[config.mk]
export PLATFORM = sky130hd
export DESIGN_NAME = config_loader
export DESIGN_NICKNAME = d
export VERILOG_FILES = /design/src/rtl/config_loader.sv
export SDC_FILE = /design/constraint.sdc
export NUM_CORES = 1
export LEC_CHECK = 0
export ABC_AREA = 0
export CORE_MARGIN = 2
export CORE_UTILIZATION = 37
export DETAILED_ROUTE_END_ITERATION = 16
export PLACE_DENSITY_LB_ADDON = 0.1
export SYNTH_ARGS = -nofsm -noshare
export SYNTH_HDL_FRONTEND = slang
export SYNTH_SLANG_ARGS = --single-unit
[constraint.sdc]
create_clock -name config_clk -period 1.1 [get_ports config_clk]
set_input_delay 0.22 -clock config_clk [delete_from_list [all_inputs] [get_ports config_clk]]
set_output_delay 0.22 -clock config_clk [all_outputs]
set_load 0.1 [all_outputs]
[src/rtl/config_loader.sv]
// rtl/config_loader.sv - bitstream loader that shifts CHAIN_WORDS config beats into a LUT chain
// Optional feature: define CONFIG_LOADER_CHECKSUM_EN to add a running XOR checksum
// and a CHECK state that compares one trailer word against it.
module config_loader #(
  parameter int CONFIG_WIDTH = 8,
  parameter int CHAIN_WORDS  = 4
) (
  input  logic                    config_clk,
  input  logic                    config_rst_n,
  input  logic                    start,
  input  logic                    abort,
  input  logic [CONFIG_WIDTH-1:0] s_data,
  input  logic                    s_valid,
  output logic                    s_ready,
  output logic                    config_en,
  output logic [CONFIG_WIDTH-1:0] config_in,
  output logic                    busy,
  output logic                    done,
  output logic                    err
);

  // Wide enough to hold CHAIN_WORDS itself; legal range keeps this between 1 and 16 bits.
  localparam int CNT_W = $clog2(CHAIN_WORDS + 1);
  // Count value seen on the acceptance that completes the load.
  localparam logic [CNT_W-1:0] LAST_BEAT = CNT_W'(CHAIN_WORDS - 1);

  typedef enum logic [1:0] {
    IDLE  = 2'd0,
    LOAD  = 2'd1,
`ifdef CONFIG_LOADER_CHECKSUM_EN
    CHECK = 2'd2,
`endif
    DONE  = 2'd3
  } state_t;

  state_t                  r_state;
  logic [CNT_W-1:0]        r_beat_cnt;
  logic                    r_config_en;
  logic [CONFIG_WIDTH-1:0] r_config_in;
  logic                    r_err;
  logic                    w_accept;
`ifdef CONFIG_LOADER_CHECKSUM_EN
  logic [CONFIG_WIDTH-1:0] r_csum;
`endif

  // Handshake and status flags are pure decodes of the registered state, so
  // they fall to 0 the instant reset asserts.
`ifdef CONFIG_LOADER_CHECKSUM_EN
  assign s_ready = (r_state == LOAD) || (r_state == CHECK);
`else
  assign s_ready = (r_state == LOAD);
`endif
  assign busy      = s_ready;
  assign done      = (r_state == DONE);
  assign w_accept  = s_valid && s_ready;
  assign config_en = r_config_en;
  assign config_in = r_config_in;
  assign err       = r_err;

  // Load sequencer: walks IDLE -> LOAD (-> CHECK) -> DONE, registers chain beats and error flag.
  always_ff @(posedge config_clk or negedge config_rst_n) begin
    if (!config_rst_n) begin
      r_state     <= IDLE;
      r_beat_cnt  <= '0;
      r_config_en <= 1'b0;
      r_config_in <= '0;
      r_err       <= 1'b0;
`ifdef CONFIG_LOADER_CHECKSUM_EN
      r_csum      <= '0;
`endif
    end else begin
      // Shift enable is a single-cycle strobe; config_in holds between beats.
      r_config_en <= 1'b0;
      case (r_state)
        IDLE: begin
          if (start) begin
            r_state    <= LOAD;
            r_beat_cnt <= '0;
            r_err      <= 1'b0;
`ifdef CONFIG_LOADER_CHECKSUM_EN
            r_csum     <= '0;
`endif
          end
        end
        LOAD: begin
          // Abort wins over a word presented in the same cycle.
          if (abort) begin
            r_state <= IDLE;
            r_err   <= 1'b1;
          end else if (w_accept) begin
            r_config_en <= 1'b1;
            r_config_in <= s_data;
            r_beat_cnt  <= r_beat_cnt + CNT_W'(1);
`ifdef CONFIG_LOADER_CHECKSUM_EN
            r_csum      <= r_csum ^ s_data;
`endif
            if (r_beat_cnt == LAST_BEAT) begin
`ifdef CONFIG_LOADER_CHECKSUM_EN
              r_state <= CHECK;
`else
              r_state <= DONE;
`endif
            end
          end
        end
`ifdef CONFIG_LOADER_CHECKSUM_EN
        CHECK: begin
          // Trailer is compared, never shifted into the chain.
          if (abort) begin
            r_state <= IDLE;
            r_err   <= 1'b1;
          end else if (w_accept) begin
            if (s_data != r_csum) begin
              r_err <= 1'b1;
            end
            r_state <= DONE;
          end
        end
`endif
        DONE: begin
          r_state <= IDLE;
        end
        default: begin
          r_state <= IDLE;
        end
      endcase
    end
  end

endmodule

==> results.json <==
{
  "die_h_um": 46.66,
  "start_util_pct": 38.99,
  "grt_pass1_wl_mm": 2.421,
  "routed_via_density": 4.346,
  "drive_gt1_share_pct": 45.71,
  "cts_buffer_depth": 2,
  "clkLatencyLatePin_ps": 290,
  "cts-buffers-inserted": 3,
  "synth_warnings": 0,
  "io_pins": 26,
  "final_common_cell": "nand2_1",
  "postSynthCellCount": 70,
  "path_cells": "inv_4, nor2_4, buf_12",
  "slowest_stage": "dfrtp_2",
  "period_needed_ps": 1312,
  "reg2reg_depth": 5,
  "grt_overflow": 0,
  "tightest_slew_ps": 197.1,
  "grtUsageTotal_pct": 15.95,
  "cp_data_arrival_time_ps": 1090,
  "cp_top_family": "flip-flops",
  "synth_area_leader_cell": "dfrtp_1",
  "wirelength_mm": 1.505,
  "die_w_um": 46.66,
  "cts_root_buf": "clkbuf_4",
  "nets": 121,
  "place_ws_ps": -270.4,
  "drcViolationCount": 0,
  "placed_area_mm2": 0.001125,
  "final_area_mm2": 0.001222,
  "die_area_mm2": 0.002177,
  "power_w": 0.002623,
  "hp-class": "input port to asynchronous set/reset pin",
  "status": "finished, violations left",
  "coreArea_mm2": 0.001727,
  "yosysTopAreaCellShare_pct": 55.76,
  "clk_pin_slew_worst_paths_ps": 100,
  "power_per_cell_area_mw_per_mm2": 2146,
  "worst_ir_drop_vdd_v": 0.001478,
  "crit_required_ps": 880,
  "final_hold_viol_count": 0,
  "drt_iter0_drc": 5,
  "multi_input_area_um2": 289.0,
  "synth_cell_types": 17,
  "num-fill-cells": 132,
  "rsz0062_at_grt": "yes",
  "wl_per_cell_um": 11.58,
  "synthTopCellsByArea": "dfrtp_1 56%, nand2_1 14%, nand4bb_4 4.1%",
  "endpoint_kind": "primary output",
  "dp_hpwl_mm": 1.094,
  "r2r_slack_ps": -200,
  "p_leak_nw": 0.5625,
  "clock.fmax_mhz": 762.3,
  "clock_skew_ps": 7.407,
  "layout_common_cells": "26 x nand2_1, 13 x buf_12, 12 x dfrtp_2",
  "htreeDepth": 1,
  "ff_latch_area_um2": 390.4,
  "critPathMaxFanout": 4,
  "final_util_pct": 70.80,
  "antenna_found_initial": 0,
  "grt_max_degree": 16,
  "rows": 15,
  "period_share_pct": 119.3,
  "violations": "negative setup slack",
  "cp.depth": 3,
  "gp_congestion": 0.7230,
  "setup_violations": 25,
  "r2r-end": "config_in[7]",
  "portBuffers": 25,
  "seq_area_frac_synth_pct": 55.76,
  "path_class": "flip-flop to primary output",
  "synth_seq_cells": 15,
  "grt_pass1_vias": 590,
  "avgSynthCellArea_um2": 9.616,
  "clock_sinks": 15,
  "cp.buffers_inverters": 2,
  "cts_tree": "yes",
  "ant_nets": 0,
  "synth_area_um2": 673.1,
  "dp.cells": 122,
  "first_pass_iters": 3,
  "start_kind": "flip-flop",
  "relSlewSlack_pct": 86.86,
  "fin_ws_ps": -211.9,
  "diodes": 0,
  "hold_buffers": 0,
  "cap_violations": 0,
  "area_growth_pct": 81.60,
  "maxSlewViolCount": 0,
  "r2r_start": "r_state[1]",
  "syn_nets": 85,
  "max_stage_delay_ps": 400,
  "instances_no_fill": 130,
  "vias": 565
}
==> area by class of cell <==
cell class | instances | area share [%]
clock buffer | 3 | 1.842
clock inverter | 1 | 0.4094
inverter | 4 | 1.842
multi-input combinational | 48 | 23.64
sequential | 15 | 31.93
tap | 25 | 2.559
timing repair buffer | 34 | 37.77
==> worst register-to-register path: cells and delay by family (launching register included) <==
family / cells / cell delay (ps)
buffers and inverters: 2 / 350
flip-flops: 1 / 450
AND/OR/NAND/NOR: 3 / 390
==> cell usage after synthesis <==
cell type   n
inv_2       1
o21ai_1     1
buf_6       2
mux2i_1     1
inv_1       3
buf_4       1
ha_1        2
nand2b_1    1
nor2b_1     2
o21ai_0     2
and2_1      1
o211ai_1    2
nand2_1    26
a21oi_1     3
nor2_1      6
nand4bb_4   1
dfrtp_1    15
==> kinds of logic after synthesis <==
kind of cell	synth area share (%)
and+or+nand+nor	25.65
buffers and inverters	6.691
AOI/OAI and AO/OA	6.689
DFF	55.76
muxes	1.487
adders and majority gates	3.717
==> what timing repair did <==
item	4_1_cts	5_1_grt
pin swaps	2	1
endpoints found under the setup margin	22	28
resized for setup	3	10
endpoints found under the hold margin	0	0
setup buffers	3	1
==> where the power goes <==
group | switching (W) | internal [W] | leakage (nW)
Clock | 0.000185 | 0.000135 | 0.0177
Sequential | 0.000119 | 0.000682 | 0.177
Combinational | 0.000953 | 0.000549 | 0.368
==> registers in the layout, summed over array words and instances (netlist names) <==
signal and cells:
config_en 1, config_in 8, err 1, r_beat_cnt 3
r_state 2
==> worst max-delay path by stage <==
stage,slack (ps),start,to
2_1_floorplan,-380,r_state[0],s_ready
3_3_place_gp,-220,abort,r_state[1]
3_5_place_dp,-270,abort,config_in[7]
4_1_cts,-220,r_state[1],busy
5_1_grt,-260,r_state[0],busy
6_report,-210,r_state[0],busy
==> metrics by stage <==
| stage | setup TNS (ps) | hold slack [ps] |
|---|---|---|
| floorplan | -584.2 | -75.59 |
| global placement | -2637 | 501.0 |
| detailed placement | -3191 | 507.0 |
| CTS | -2483 | 236.0 |
| global route | -3754 | 254.1 |
| finish | -2455 | 235.6 |
==> routing by layer <==
layer	vias to the layer above	track usage, %	share of wire [%]
met4	0	1.667	0
met2	14	27.22	53
li1	293	-	-
met3	0	5.882	5.3
met1	258	19.95	42
met5	-	0	0
No activity file was read; power rests on OpenSTA's default activity.
